<file path="config.mk">
export PLATFORM = sky130hd
export DESIGN_NAME = uart_tx_arbiter
export DESIGN_NICKNAME = d
export VERILOG_FILES = /design/src/rtl/uart_tx_arbiter.sv
export SDC_FILE = /design/constraint.sdc
export NUM_CORES = 1
export LEC_CHECK = 0
export BUFFER_PORTS_ARGS = -buffer_cell sky130_fd_sc_hd__buf_2
export CORE_ASPECT_RATIO = 0.7
export CORE_UTILIZATION = 40
export DETAILED_ROUTE_END_ITERATION = 10
export GPL_TIMING_DRIVEN = 0
export SYNTH_ARGS = -nofsm -noshare
export SYNTH_HDL_FRONTEND = slang
export SYNTH_SLANG_ARGS = --single-unit
</file>
<file path="constraint.sdc">
create_clock -name iClk -period 5.1 [get_ports iClk]
set_clock_uncertainty 0.1 [all_clocks]
set_input_delay 0.765 -clock iClk [delete_from_list [all_inputs] [get_ports iClk]]
set_output_delay 0.765 -clock iClk [all_outputs]
set_load 0.01 [all_outputs]
</file>
<file path="src/rtl/uart_tx_arbiter.sv">
// Shares one UART transmitter between a loopback echo FIFO and four prioritised report requesters.
// Optional CR/LF trailer after each report is enabled by defining UART_TX_CRLF_EN.
module uart_tx_arbiter #(
  parameter int unsigned LOOP_DEPTH  = 4,
  parameter int unsigned MAX_RPT_LEN = 32
) (
  input  logic       iClk,
  input  logic       iRst,
  input  logic [7:0] iLoopData,
  input  logic       iLoopValid,
  input  logic       iReqWatch,
  input  logic       iReqSr04,
  input  logic       iReqTemp,
  input  logic       iReqHum,
  output logic [1:0] oRptSel,
  output logic [4:0] oRptIdx,
  input  logic [7:0] iRptByte,
  input  logic       iRptLast,
  output logic [7:0] oTxData,
  output logic       oTxStart,
  input  logic       iTxBusy,
  output logic [3:0] oPending,
  output logic       oBusy,
  output logic       oLoopDrop
);

  localparam int unsigned PW = $clog2(LOOP_DEPTH);
  localparam int unsigned CW = PW + 1;
  localparam logic [4:0] IDX_MAX = 5'(MAX_RPT_LEN - 1);

  typedef enum logic [2:0] {
    IDLE, FETCH, START, WAIT_ACK, WAIT_DONE
`ifdef UART_TX_CRLF_EN
    , CR, LF
`endif
  } state_t;

  typedef enum logic [1:0] {
    SRC_LOOP, SRC_RPT
`ifdef UART_TX_CRLF_EN
    , SRC_CR, SRC_LF
`endif
  } src_t;

  state_t state, nextState;
  src_t   src;
  logic   fetchWait;
  logic   lastByte;

  logic [7:0]    mem [LOOP_DEPTH];
  logic [PW-1:0] wrPtr, rdPtr;
  logic [CW-1:0] count;

  logic       anyPend, full, empty, push, pop;
  logic [1:0] selIdx;
  logic [3:0] reqs, clrMask;

  assign reqs    = {iReqHum, iReqTemp, iReqSr04, iReqWatch};
  assign anyPend = |oPending;
  assign full    = (count == CW'(LOOP_DEPTH));
  assign empty   = (count == '0);
  assign pop     = (state == IDLE) && !anyPend && !empty;
  // A pop in the same cycle frees a slot, so a full FIFO still accepts the push
  assign push    = iLoopValid && (!full || pop);

  always_comb begin
    selIdx = 2'd0;
    casez (oPending)
      4'b???1: selIdx = 2'd0;
      4'b??10: selIdx = 2'd1;
      4'b?100: selIdx = 2'd2;
      4'b1000: selIdx = 2'd3;
      default: selIdx = 2'd0;
    endcase
  end

  always_comb begin
    clrMask = '0;
    if (state == IDLE && anyPend) clrMask[selIdx] = 1'b1;
  end

  always_ff @(posedge iClk) begin
    if (iRst) state <= IDLE;
    else      state <= nextState;
  end

  always_comb begin
    nextState = state;
    case (state)
      IDLE: begin
        if (anyPend)     nextState = FETCH;
        else if (!empty) nextState = START;
      end
      FETCH:    if (fetchWait) nextState = START;
      START:    nextState = WAIT_ACK;
      WAIT_ACK: if (iTxBusy) nextState = WAIT_DONE;
      WAIT_DONE: begin
        if (!iTxBusy) begin
          case (src)
            SRC_RPT: begin
              if (!lastByte) nextState = FETCH;
`ifdef UART_TX_CRLF_EN
              else           nextState = CR;
`else
              else           nextState = IDLE;
`endif
            end
`ifdef UART_TX_CRLF_EN
            SRC_CR:  nextState = LF;
`endif
            default: nextState = IDLE;
          endcase
        end
      end
`ifdef UART_TX_CRLF_EN
      CR: nextState = START;
      LF: nextState = START;
`endif
      default: nextState = IDLE;
    endcase
  end

  always_comb begin
    oTxStart = (state == START);
    oBusy    = (state != IDLE);
  end

  always_ff @(posedge iClk) begin
    if (push) mem[wrPtr] <= iLoopData;
  end

  always_ff @(posedge iClk) begin
    if (iRst) begin
      wrPtr     <= '0;
      rdPtr     <= '0;
      count     <= '0;
      oPending  <= '0;
      oLoopDrop <= 1'b0;
      oRptSel   <= '0;
      oRptIdx   <= '0;
      oTxData   <= '0;
      src       <= SRC_LOOP;
      fetchWait <= 1'b0;
      lastByte  <= 1'b0;
    end else begin
      // Set wins over clear so a request during its own report queues a repeat
      oPending  <= (oPending & ~clrMask) | reqs;
      oLoopDrop <= iLoopValid && full && !pop;
      if (push) wrPtr <= wrPtr + 1'b1;
      if (pop)  rdPtr <= rdPtr + 1'b1;
      case ({push, pop})
        2'b10:   count <= count + 1'b1;
        2'b01:   count <= count - 1'b1;
        default: count <= count;
      endcase

      case (state)
        IDLE: begin
          if (anyPend) begin
            oRptSel   <= selIdx;
            oRptIdx   <= '0;
            src       <= SRC_RPT;
            fetchWait <= 1'b0;
          end else if (pop) begin
            oTxData <= mem[rdPtr];
            src     <= SRC_LOOP;
          end
        end
        FETCH: begin
          // First cycle lets the formatter respond to the new sel/idx
          if (!fetchWait) begin
            fetchWait <= 1'b1;
          end else begin
            fetchWait <= 1'b0;
            oTxData   <= iRptByte;
            lastByte  <= iRptLast || (oRptIdx == IDX_MAX);
          end
        end
        WAIT_DONE: begin
          if (!iTxBusy) begin
            if (src == SRC_RPT && !lastByte && oRptIdx != IDX_MAX)
              oRptIdx <= oRptIdx + 5'd1;
`ifdef UART_TX_CRLF_EN
            if (src == SRC_RPT && lastByte) src <= SRC_CR;
            else if (src == SRC_CR)         src <= SRC_LF;
`endif
          end
        end
`ifdef UART_TX_CRLF_EN
        CR: oTxData <= 8'h0D;
        LF: oTxData <= 8'h0A;
`endif
        default: ;
      endcase
    end
  end

endmodule
</file>
== Yosys cells after proc, flatten, opt, wreduce, memory -nomap -nowiden ==
Memory sizes are Yosys's and may differ from the RTL's. A register that Yosys moved wholly into a read port is not among the register bits.
Index checks and enable logic that the tools add are counted.

* Add/sub/neg operators: 5
* $mul: 0
* Divide/modulo/power cells: 0
* Magnitude comparators: 2
* Equal/unequal tests: 21
* Shift-type cells: 0
* Muxes and demuxes: 30
* Bitwise gates (word level): 3
* Reductions and logical operators: 31

{| class="wikitable"
|+ Operators by type and width
! kind !! number
|-
| two-way mux 8 bit || 3
|-
| two-way mux 3 bit || 6
|-
| case mux 8 bit (2 select lines) || 1
|-
| two-way mux 5 bit || 3
|-
| case mux 3 bit (5 select lines) || 1
|-
| inequality test 2 bit (second input constant) || 7
|-
| AND reduction 4 bit || 3
|-
| case mux 5 bit (2 select lines) || 1
|-
| equality test 3 bit (second input constant) || 3
|-
| logical AND 1 bit || 9
|-
| two-way mux 2 bit || 4
|-
| AND reduction 2 bit || 4
|-
| nonzero test 2 bit || 4
|-
| equality test 3 x 2 -> 1 bit (second input constant) || 2
|-
| logical NOT 3 bit || 2
|-
| two-way mux 1 bit || 6
|-
| case mux 2 bit (3 select lines) || 1
|-
| case mux 3 bit (2 select lines) || 1
|-
| adder 5 x 1 -> 5 bit (second input constant) || 1
|-
| equality test 5 bit (second input constant) || 1
|-
| logical NOT 1 bit || 5
|-
| inequality test 5 bit (second input constant) || 1
|-
| adder 2 x 1 -> 2 bit (second input constant) || 2
|-
| bitwise AND 4 bit || 1
|-
| other kinds (17) || 20
|}

* Flip-flop bits (word level): 34
* Latch bits: 0
* Memory bits (writable): 32
* Memory bits (read-only): 0
* Input bits: 25
* Output and inout bits: 22
* Memories kept: 1

{| class="wikitable"
|+ Memory list
! memory !! words !! width !! rd ports !! clocked after Yosys merged registers in !! wr ports !! line !! source
|-
| mem || 4 || 8 || 1 || 1 || 1 || 50 || <nowiki>logic [7:0] mem [LOOP_DEPTH];</nowiki>
|}

== Depth between registers and ports, before layout ==
Gate-level depths: netlist of run 1.

* Word-level depth: 10
* Mapped depth: 11

== Worst setup path after synthesis of run 1 ==
Ideal clock, no wire load.

* Kind: register to register
* From: register state[1]
* To: register count[2]
* Arrival time: 2.441 ns
* Setup slack: 2.485 ns
* Stages on the path, launching flop included: 11
* Buffers on the path: 2
* Period minus slack after synthesis: 2.615 ns
* Cell sequence: dfxtp_1 > buf_2 > nor3_1 > inv_2 > clkbuf_1 > nor2_1 > nand3_1 > fa_1 > nand2b_1 > or3_1 > a31oi_1

* Cells in the longest elaborated chain, start to end: 7

{| class="wikitable"
|+ Ends and longest elaborated chain
! element !! line !! source
|-
| start, declared || 45 || <nowiki>state_t state, nextState;</nowiki>
|-
| start signal, assigned || 84 || <nowiki>else state <= nextState;</nowiki>
|-
| logical NOT 3 bit (*) || 62 || <nowiki>assign pop = (state == IDLE) && !anyPend && !empty;</nowiki>
|-
| logical AND 1 bit (*) (2 in a row) || 62 ||
|-
| logical OR 1 bit || 64 || <nowiki>assign push = iLoopValid && (!full || pop);</nowiki>
|-
| logical AND 1 bit || 64 ||
|-
| equality test 2 x 1 -> 1 bit / equality test 2 bit (equally long branches) || 151 || <nowiki>case ({push, pop})</nowiki>
|-
| case mux 3 bit (2 select lines) / nonzero test 2 bit (equally long branches) || -- ||
|-
| end signal, assigned || 152 || <nowiki>2'b10: count <= count + 1'b1;</nowiki>
|-
| end signal, assigned || 153 || <nowiki>2'b01: count <= count - 1'b1;</nowiki>
|-
| end signal, assigned || 154 || <nowiki>default: count <= count;</nowiki>
|-
| end, declared || 52 || <nowiki>logic [CW-1:0] count;</nowiki>
|}

Mark *: on every way between the ends. The rest lies on a longest branch, timed or not.
A chain may end at the register's enable or synchronous reset.

== Worst setup path after layout of run 1 ==
Ends and elaborated chain as after synthesis.

==> results.sh, run 1 <==
export IMPL_cts_repair_resized=0
export IMPL_ys_ff_latch=67
export IMPL_die_y_um=73.5
export IMPL_port_buffers=46
export IMPL_clkSinkCount=67
export IMPL_area_growth_syn_to_layout_pct=17.4
export IMPL_cts_hold_buf=0
export IMPL_power_density_mw_per_mm2=416
export IMPL_synth_seq_area_share_pct=56.9
export IMPL_drtAntennaViolNets=0
export IMPL_cts_tree="yes"
export IMPL_cts_setup_buffers=0
export IMPL_cp_start_kind="register"
export IMPL_hold_path_class="register to register"
export IMPL_num_antenna_cells=0
export IMPL_postSynthCellCount=243
export IMPL_overflow=0
export IMPL_htree_levels=3
export IMPL_maxCapViolations=0
export IMPL_final_common_cell="buf_2"
export IMPL_drive_gt1_share_pct=24.3
export IMPL_die_area_sq_mm=0.00765
export IMPL_period_share_pct=59.9
export IMPL_timing_setup_tns_ps=0
export IMPL_synth_largest_area_cell="edfxtp_1"
export IMPL_relSlewSlack_pct=28.0
export IMPL_ys_async_sr_fraction_pct=0
export IMPL_grt_pass1_wl_mm=9.97
export IMPL_avgSynthCellArea_sq_um=12.0
export IMPL_dr_pass1_iters=4
export IMPL_cp_max_fo=10
export IMPL_setup_viol=0
export IMPL_synth_ff_type="dfxtp_1"
export IMPL_nFillCells=642
export IMPL_end_kind="register"
export IMPL_worst_pin_slew_ps=1070
export IMPL_numCtsBuffers=9
export IMPL_final_cell_mix="buf_2, dfxtp_1, edfxtp_1, a21oi_1, o21ai_0"
export IMPL_vias=2159
export IMPL_fin_nets=332
export IMPL_insertion_delay_ps=330
export IMPL_synth_top_area_share_pct=32.9
export IMPL_core_sq_mm=0.00691
export IMPL_cp_required_ps=5250
export IMPL_hold_slack_ps=341
export IMPL_final_hold_viol_count=0
export IMPL_routedWlPerCell_um=15.7
export IMPL_die_width_um=104
export IMPL_rsz0062_at_grt="false"
export IMPL_vias_per_cell=5.41
export IMPL_synth_edff_count=32
export IMPL_outcome="complete, no violations"
export IMPL_clkTransAtPathRegs_ps=80
export IMPL_routed_wl_mm=6.25
export IMPL_min_period_ps=3060
export IMPL_irDropWorstVdd_uv=116
export IMPL_start_util_pct=42.2
export IMPL_arrival_ps=3210
export IMPL_drtIter0Drc=70
export IMPL_rows=25
export IMPL_synthesis_nets=275
export IMPL_p_leak_nw=1.29
export IMPL_dp_cells=383
export IMPL_synth_cell_area_sq_mm=0.00292
export IMPL_clock_fmax_mhz=327
export IMPL_track_usage_pct=17.2
export IMPL_io_pins=47
export IMPL_slew_viol_final=0
export IMPL_dp_hpwl_mm=4.31
export IMPL_ys_types=45
export IMPL_antenna_found_initial=0
export IMPL_yosysWarnings=0
export IMPL_synth_area_leaders="edfxtp_1, dfxtp_1, mux4_2"
export IMPL_cts_path_max_buffers=2
export IMPL_fin_cells=399
export IMPL_drc=0
export IMPL_reg2reg_setup_slack_ps=2040
export IMPL_grt_max_degree=13
export IMPL_crit_type="register to register"
export IMPL_cts_root_buf="clkbuf_8"
export IMPL_grt_pass1_vias=1919
export IMPL_gp_congestion=0.799
## report_power, final
part | switching, mW | leakage, nW | internal, mW | total [mW]
combinational | 0.249 | 0.630 | 0.158 | 0.408
clock | 0.194 | 0.0795 | 0.172 | 0.366
sequential | 0.0365 | 0.579 | 0.615 | 0.652
## layer usage
metal	part of all wire, %	vias to the layer above	GRT usage [%]
met4	0	0	3.81
met2	42	51	23.8
met3	5.0	0	5.68
met5	0	-	0
met1	53	1068	25.8
li1	-	1040	-
## synth_stat cells, types with 6 or more instances
master      n
dfxtp_1    35
edfxtp_1   32
a21oi_1    22
o21ai_0    14
nor2_1     13
clkbuf_1   11
mux2i_1    10
inv_1       9
mux4_2      8
nand3_1     8
o2bb2ai_1   8
and3_1      7
nand2_1     7
ha_1        6
## through the flow
step	instance area [sq um]	total power [mW]	setup slack [ps]	utilization [%]
2_1_floorplan	2920	0.947	2480	-
3_3_place_gp	3270	1.06	2110	47.3
3_5_place_dp	3270	1.07	2080	47.3
4_1_cts	3430	1.44	2060	49.6
5_1_grt	3430	1.51	1830	49.6
6_report	3430	1.43	2040	49.6
## state kept, by name, indices dropped and copies added, names as in the netlist, named ones only
signal and flops:
rdPtr 2, fetchWait 1, oLoopDrop 1, oTxData 8, count 3, src 1, lastByte 1, oPending 4
state 3, oRptSel 2, oRptIdx 5, wrPtr 2, mem 32
## final timing paths
| path | start | end | depth (start not counted) |
|---|---|---|---|
| worst max-delay path | state[1] | count[2] | 10 |
| worst min-delay path | oRptSel[1] | oRptSel[1] | 2 |
| worst max register to register | state[1] | count[2] | 10 |
| worst min register to register | oRptSel[1] | oRptSel[1] | 2 |
## critical path: stages, from the launching register on
cell and delay [ps]:
dfxtp_1 300, buf_2 160, nor3_1 500, inv_2 160
clkbuf_1 250, nor2_1 280, nand3_1 140, fa_1 410
nand2b_1 190, or3_1 300, a31oi_1 180
## area by class of cell
class | instances | area (sq um) | area share, %
flip-flops and latches | 67 | 1660 | 48.4
multi-input cells | 153 | 1170 | 34.1
repair buffers | 46 | 230 | 6.71
clock buffers | 10 | 128 | 3.72
well taps | 94 | 118 | 3.43
plain buffers | 13 | 50.0 | 1.46
inverters | 10 | 37.5 | 1.09
clock inverters | 6 | 33.8 | 0.985
## kinds of logic (layout without fill, tap and decap cells)
kind of cell	count (synthesis)	count (layout)	synth area share, %
compound gates	60	60	13.5
buf+inv	23	85	3.00
fa+ha+maj	7	7	3.26
flops	67	67	56.9
xor+xnor	3	3	0.900
mux	18	18	9.60
simple gates	65	65	12.9
(Power assumes the default switching activity.)
==> run 2, diff against run 1 <==
- clock period: 5.1 -> 2.7 ns (I/O delays scaled with it)
==> results.sh, run 2 (same netlist as run 1, synthesis figures left out) <==
export IMPL_outcome="complete, no violations"
export IMPL_cts_path_max_buffers=2
export IMPL_track_usage_pct=17.2
export IMPL_clkSinkCount=67
export IMPL_period_share_pct=94.9
export IMPL_start_util_pct=42.2
export IMPL_dr_pass1_iters=4
export IMPL_core_sq_mm=0.00691
export IMPL_hold_path_class="primary input to register"
export IMPL_grt_pass1_wl_mm=9.98
export IMPL_clkTransAtPathRegs_ps=70
export IMPL_hold_slack_ps=175
export IMPL_regArea_sq_mm=0.00166
export IMPL_crit_path_start="oPending[2]"
export IMPL_setup_viol=0
export IMPL_largest_reg_flops=32
export IMPL_die_width_um=104
export IMPL_regToRegEndpoint="count[2]"
export IMPL_min_period_ps=2560
export IMPL_worst_pin_slew_ps=1040
export IMPL_drc=0
export IMPL_cp_start_kind="register"
export IMPL_p_leak_nw=1.30
export IMPL_insertion_delay_ps=330
export IMPL_grt_pass1_vias=1920
export IMPL_htree_levels=3
export IMPL_top_register="mem"
export IMPL_rows=25
export IMPL_vias_per_cell=5.43
export IMPL_clock_fmax_mhz=390
export IMPL_cp_max_fo=8
export IMPL_port_buffers=46
export IMPL_antenna_found_initial=0
export IMPL_final_cell_mix="buf_2, dfxtp_1, edfxtp_1, a21oi_1, o21ai_0"
export IMPL_drive_gt1_share_pct=25.9
export IMPL_drtIter0Drc=122
export IMPL_routedWlPerCell_um=15.6
export IMPL_cts_hold_buf=0
export IMPL_crit_type="register to register"
export IMPL_arrival_ps=2720
export IMPL_power_density_mw_per_mm2=790
export IMPL_cts_root_buf="clkbuf_8"
export IMPL_end_kind="register"
export IMPL_gp_congestion=0.799
export IMPL_die_area_sq_mm=0.00765
export IMPL_vias=2166
export IMPL_final_common_cell="buf_2"
export IMPL_slew_viol_final=0
export IMPL_final_hold_viol_count=0
export IMPL_relSlewSlack_pct=30.2
export IMPL_numCtsBuffers=9
export IMPL_maxCapViolations=0
export IMPL_cts_tree="yes"
export IMPL_crit_end="count[2]"
export IMPL_irDropWorstVdd_uv=219
export IMPL_place_ws_ps=-318
export IMPL_multiInputGateArea_sq_mm=0.00119
export IMPL_num_antenna_cells=0
export IMPL_regToRegStartpoint="oPending[2]"
export IMPL_grt_max_degree=13
export IMPL_ff2ff_path_depth=7
export IMPL_rsz0062_at_grt="false"
export IMPL_nFillCells=638
export IMPL_setup_ws_ps=137
export IMPL_fin_nets=332
export IMPL_overflow=0
export IMPL_area_growth_syn_to_layout_pct=18.2
export IMPL_top_regs="mem (32), oTxData (8), oRptIdx (5)"
export IMPL_dp_hpwl_mm=4.31
export IMPL_die_y_um=73.5
export IMPL_routed_wl_mm=6.23
export IMPL_reg2reg_setup_slack_ps=140
export IMPL_cp_required_ps=2860
export IMPL_io_pins=47
export IMPL_drtAntennaViolNets=0
[run 2: per-stage QoR]
step / utilization [%] / setup TNS (ps) / instances / power (mW) / area [sq um]
global placement: 47.3 / -421 / 383 / 2.00 / 3270
CTS: 49.8 / 0 / 399 / 2.73 / 3440
finish: 49.9 / 0 / 399 / 2.73 / 3450
detailed placement: 47.3 / -514 / 383 / 2.02 / 3270
global route: 49.9 / 0 / 399 / 2.90 / 3450
floorplan: - / 0 / 243 / 1.79 / 2920
[run 2: area by class of cell]
type | instances | area share, %
Buffer | 12 | 1.38
Multi-Input combinational cell | 153 | 34.4
Clock inverter | 6 | 0.979
Timing Repair Buffer | 47 | 6.89
Sequential cell | 67 | 48.1
Clock buffer | 10 | 3.70
Tap cell | 94 | 3.41
Inverter | 10 | 1.09
[run 2: report_power, final]
part | internal (mW) | switching [mW] | total [mW] | leakage (nW)
combinational | 0.325 | 0.476 | 0.801 | 0.641
sequential | 1.16 | 0.0739 | 1.24 | 0.579
clock | 0.325 | 0.364 | 0.689 | 0.0795
total | 1.81 | 0.914 | 2.73 | 1.30
[run 2: worst min path at each step]
stage	from	to	slack, ps	cells after the start
after floorplan	src[0]	src[0]	350	2
after global placement	oRptSel[1]	oRptSel[1]	330	2
after detailed placement	oRptSel[1]	oRptSel[1]	330	2
after CTS	iReqTemp	oPending[2]	160	3
after global routing	iLoopData[7]	mem[0][7]	170	1
final	iReqTemp	oPending[2]	180	3
[run 2: what timing repair did]
action                                  CTS  global route
pin swaps                                 0             1
buffers inserted                          0             1
resized for setup                         4             1
endpoints found under the setup margin    2            34
gates cloned                              0             0
[run 2: critical path, stage by stage, from the launching register on]
cell,delay (ps)
dfxtp_1,370
or4_4,630
nor2_2,180
nand3_1,130
fa_1,400
nand2b_1,180
or3_1,300
a31oi_1,180
[run 2: per-layer routing]
layer	wire [um]	track usage [%]
met4	19	3.81
met5	0	0
met3	359	5.68
met2	2580	23.8
met1	3270	25.9
==> run 3, diff against run 2 <==
- clock period: 2.7 -> 2.8 ns (I/O delays scaled with it)
==> results.sh, run 3 (same netlist as run 1, synthesis figures left out) <==
export IMPL_outcome="complete, no violations"
export IMPL_postLayoutCoreUtil_pct=49.8
export IMPL_die_area_sq_mm=0.00765
export IMPL_relSlewSlack_pct=27.5
export IMPL_clkTransAtPathRegs_ps=70
export IMPL_top_register="mem"
export IMPL_critPathBufInv=2
export IMPL_worst_pin_slew_ps=1080
export IMPL_htree_levels=3
export IMPL_antenna_found_initial=0
export IMPL_cpMaxStageDelayCell="dfxtp_1"
export IMPL_p_leak_nw=1.29
export IMPL_cp_required_ps=2950
export IMPL_grt_pass1_vias=1920
export IMPL_io_pins=47
export IMPL_grt_max_degree=13
export IMPL_clkSinkCount=67
export IMPL_place_ws_ps=-218
export IMPL_final_hold_viol_count=0
export IMPL_cp_top_family="simple AND/OR/NAND/NOR gates"
export IMPL_start_util_pct=42.2
export IMPL_design_area_sq_mm=0.00344
export IMPL_fin_nets=331
export IMPL_cts_root_buf="clkbuf_8"
export IMPL_rows=25
export IMPL_routedWlPerCell_um=15.6
export IMPL_dr_pass1_iters=4
export IMPL_drtIter0Drc=112
export IMPL_vias=2166
export IMPL_core_sq_mm=0.00691
export IMPL_track_usage_pct=17.2
export IMPL_die_width_um=104
export IMPL_rsz0062_at_grt="false"
export IMPL_cts_hold_buf=0
export IMPL_end_kind="register"
export IMPL_min_period_ps=2620
export IMPL_cts_path_max_buffers=2
export IMPL_area_growth_syn_to_layout_pct=18.0
export IMPL_num_antenna_cells=0
export IMPL_cts_tree="yes"
export IMPL_dp_hpwl_mm=4.31
export IMPL_period_share_pct=93.4
export IMPL_drtAntennaViolNets=0
export IMPL_routed_wl_mm=6.21
export IMPL_place_area_sq_mm=0.00327
export IMPL_final_common_cell="buf_2"
export IMPL_crit_type="register to register"
export IMPL_final_cell_mix="buf_2, dfxtp_1, edfxtp_1, a21oi_1, o21ai_0"
export IMPL_numCtsBuffers=9
export IMPL_die_y_um=73.5
export IMPL_cp_start_kind="register"
export IMPL_cp_max_fo=10
export IMPL_overflow=0
export IMPL_crit_path_cell_trace="nor3_4, inv_2, clkbuf_2, nor2_2, nand3_1, fa_1, nand2b_1, or3_1, a31oi_1"
export IMPL_clock_fmax_mhz=382
export IMPL_setup_ws_ps=184
export IMPL_top_regs="mem (32), oTxData (8), oRptIdx (5)"
export IMPL_insertion_delay_ps=330
export IMPL_largest_reg_flops=32
export IMPL_setup_viol=0
export IMPL_cpPeakStageDelay_ps=410
export IMPL_gp_congestion=0.799
export IMPL_vias_per_cell=5.44
export IMPL_grt_pass1_wl_mm=9.98
export IMPL_power_density_mw_per_mm2=758
export IMPL_arrival_ps=2770
export IMPL_port_buffers=46
export IMPL_cts_setup_buffers=0
export IMPL_irDropWorstVdd_uv=212
export IMPL_timing_setup_tns_ps=0
export IMPL_maxCapViolations=0
export IMPL_hold_path_class="primary input to register"
export IMPL_drc=0
export IMPL_drive_gt1_share_pct=25.7
export IMPL_slew_viol_final=0
## run 3: worst paths after layout
path,depth (start not counted),endpoint,slack (ps),startpoint
setup / recovery,9,count[2],180,state[2]
hold reg to reg,2,oRptSel[1],340,oRptSel[1]
setup reg to reg,9,count[2],180,state[2]
hold / removal,3,oPending[2],190,iReqTemp
## run 3: layer usage
layer	vias to the layer above	wire (um)	share of wire, %	track usage, %
li1	1042	-	-	-
met1	1060	3230	52	25.9
met2	62	2610	42	23.8
met3	2	349	5.6	5.68
met4	0	18	0.29	3.81
met5	-	0	0	0
## run 3: per-stage QoR
stage          instances  hold WS (ps)  total power [mW]
2_1_floorplan        243           355              1.72
3_3_place_gp         383           329              1.93
3_5_place_dp         383           334              1.95
4_1_cts              399           180              2.63
5_1_grt              398           190              2.78
6_report             398           191              2.61
## run 3: layout make-up
class,count,area (sq um)
plain buffers,12,47.5
well taps,94,118
clock inverters,6,33.8
fillers,638,3470
multi-input cells,153,1190
flip-flops and latches,67,1660
clock buffers,10,128
repair buffers,46,230
inverters,10,37.5
## run 3: power by group
part	total (mW)	switching, mW	internal [mW]	leakage [nW]
sequential	1.19	0.0712	1.12	0.579
combinational	0.755	0.454	0.301	0.636
clock	0.663	0.350	0.313	0.0795
## run 3: what timing repair did
item,4_1_cts,5_1_grt
gates resized for setup,2,4
endpoints found under the setup margin,2,2
pin swaps,0,1
## run 3: worst register-to-register path, cell delays in order, from the launching register on
cell and delay, ps:
dfxtp_1 410, nor3_4 310, inv_2 110, clkbuf_2 210, nor2_2 200, nand3_1 130
fa_1 410, nand2b_1 180, or3_1 300, a31oi_1 180
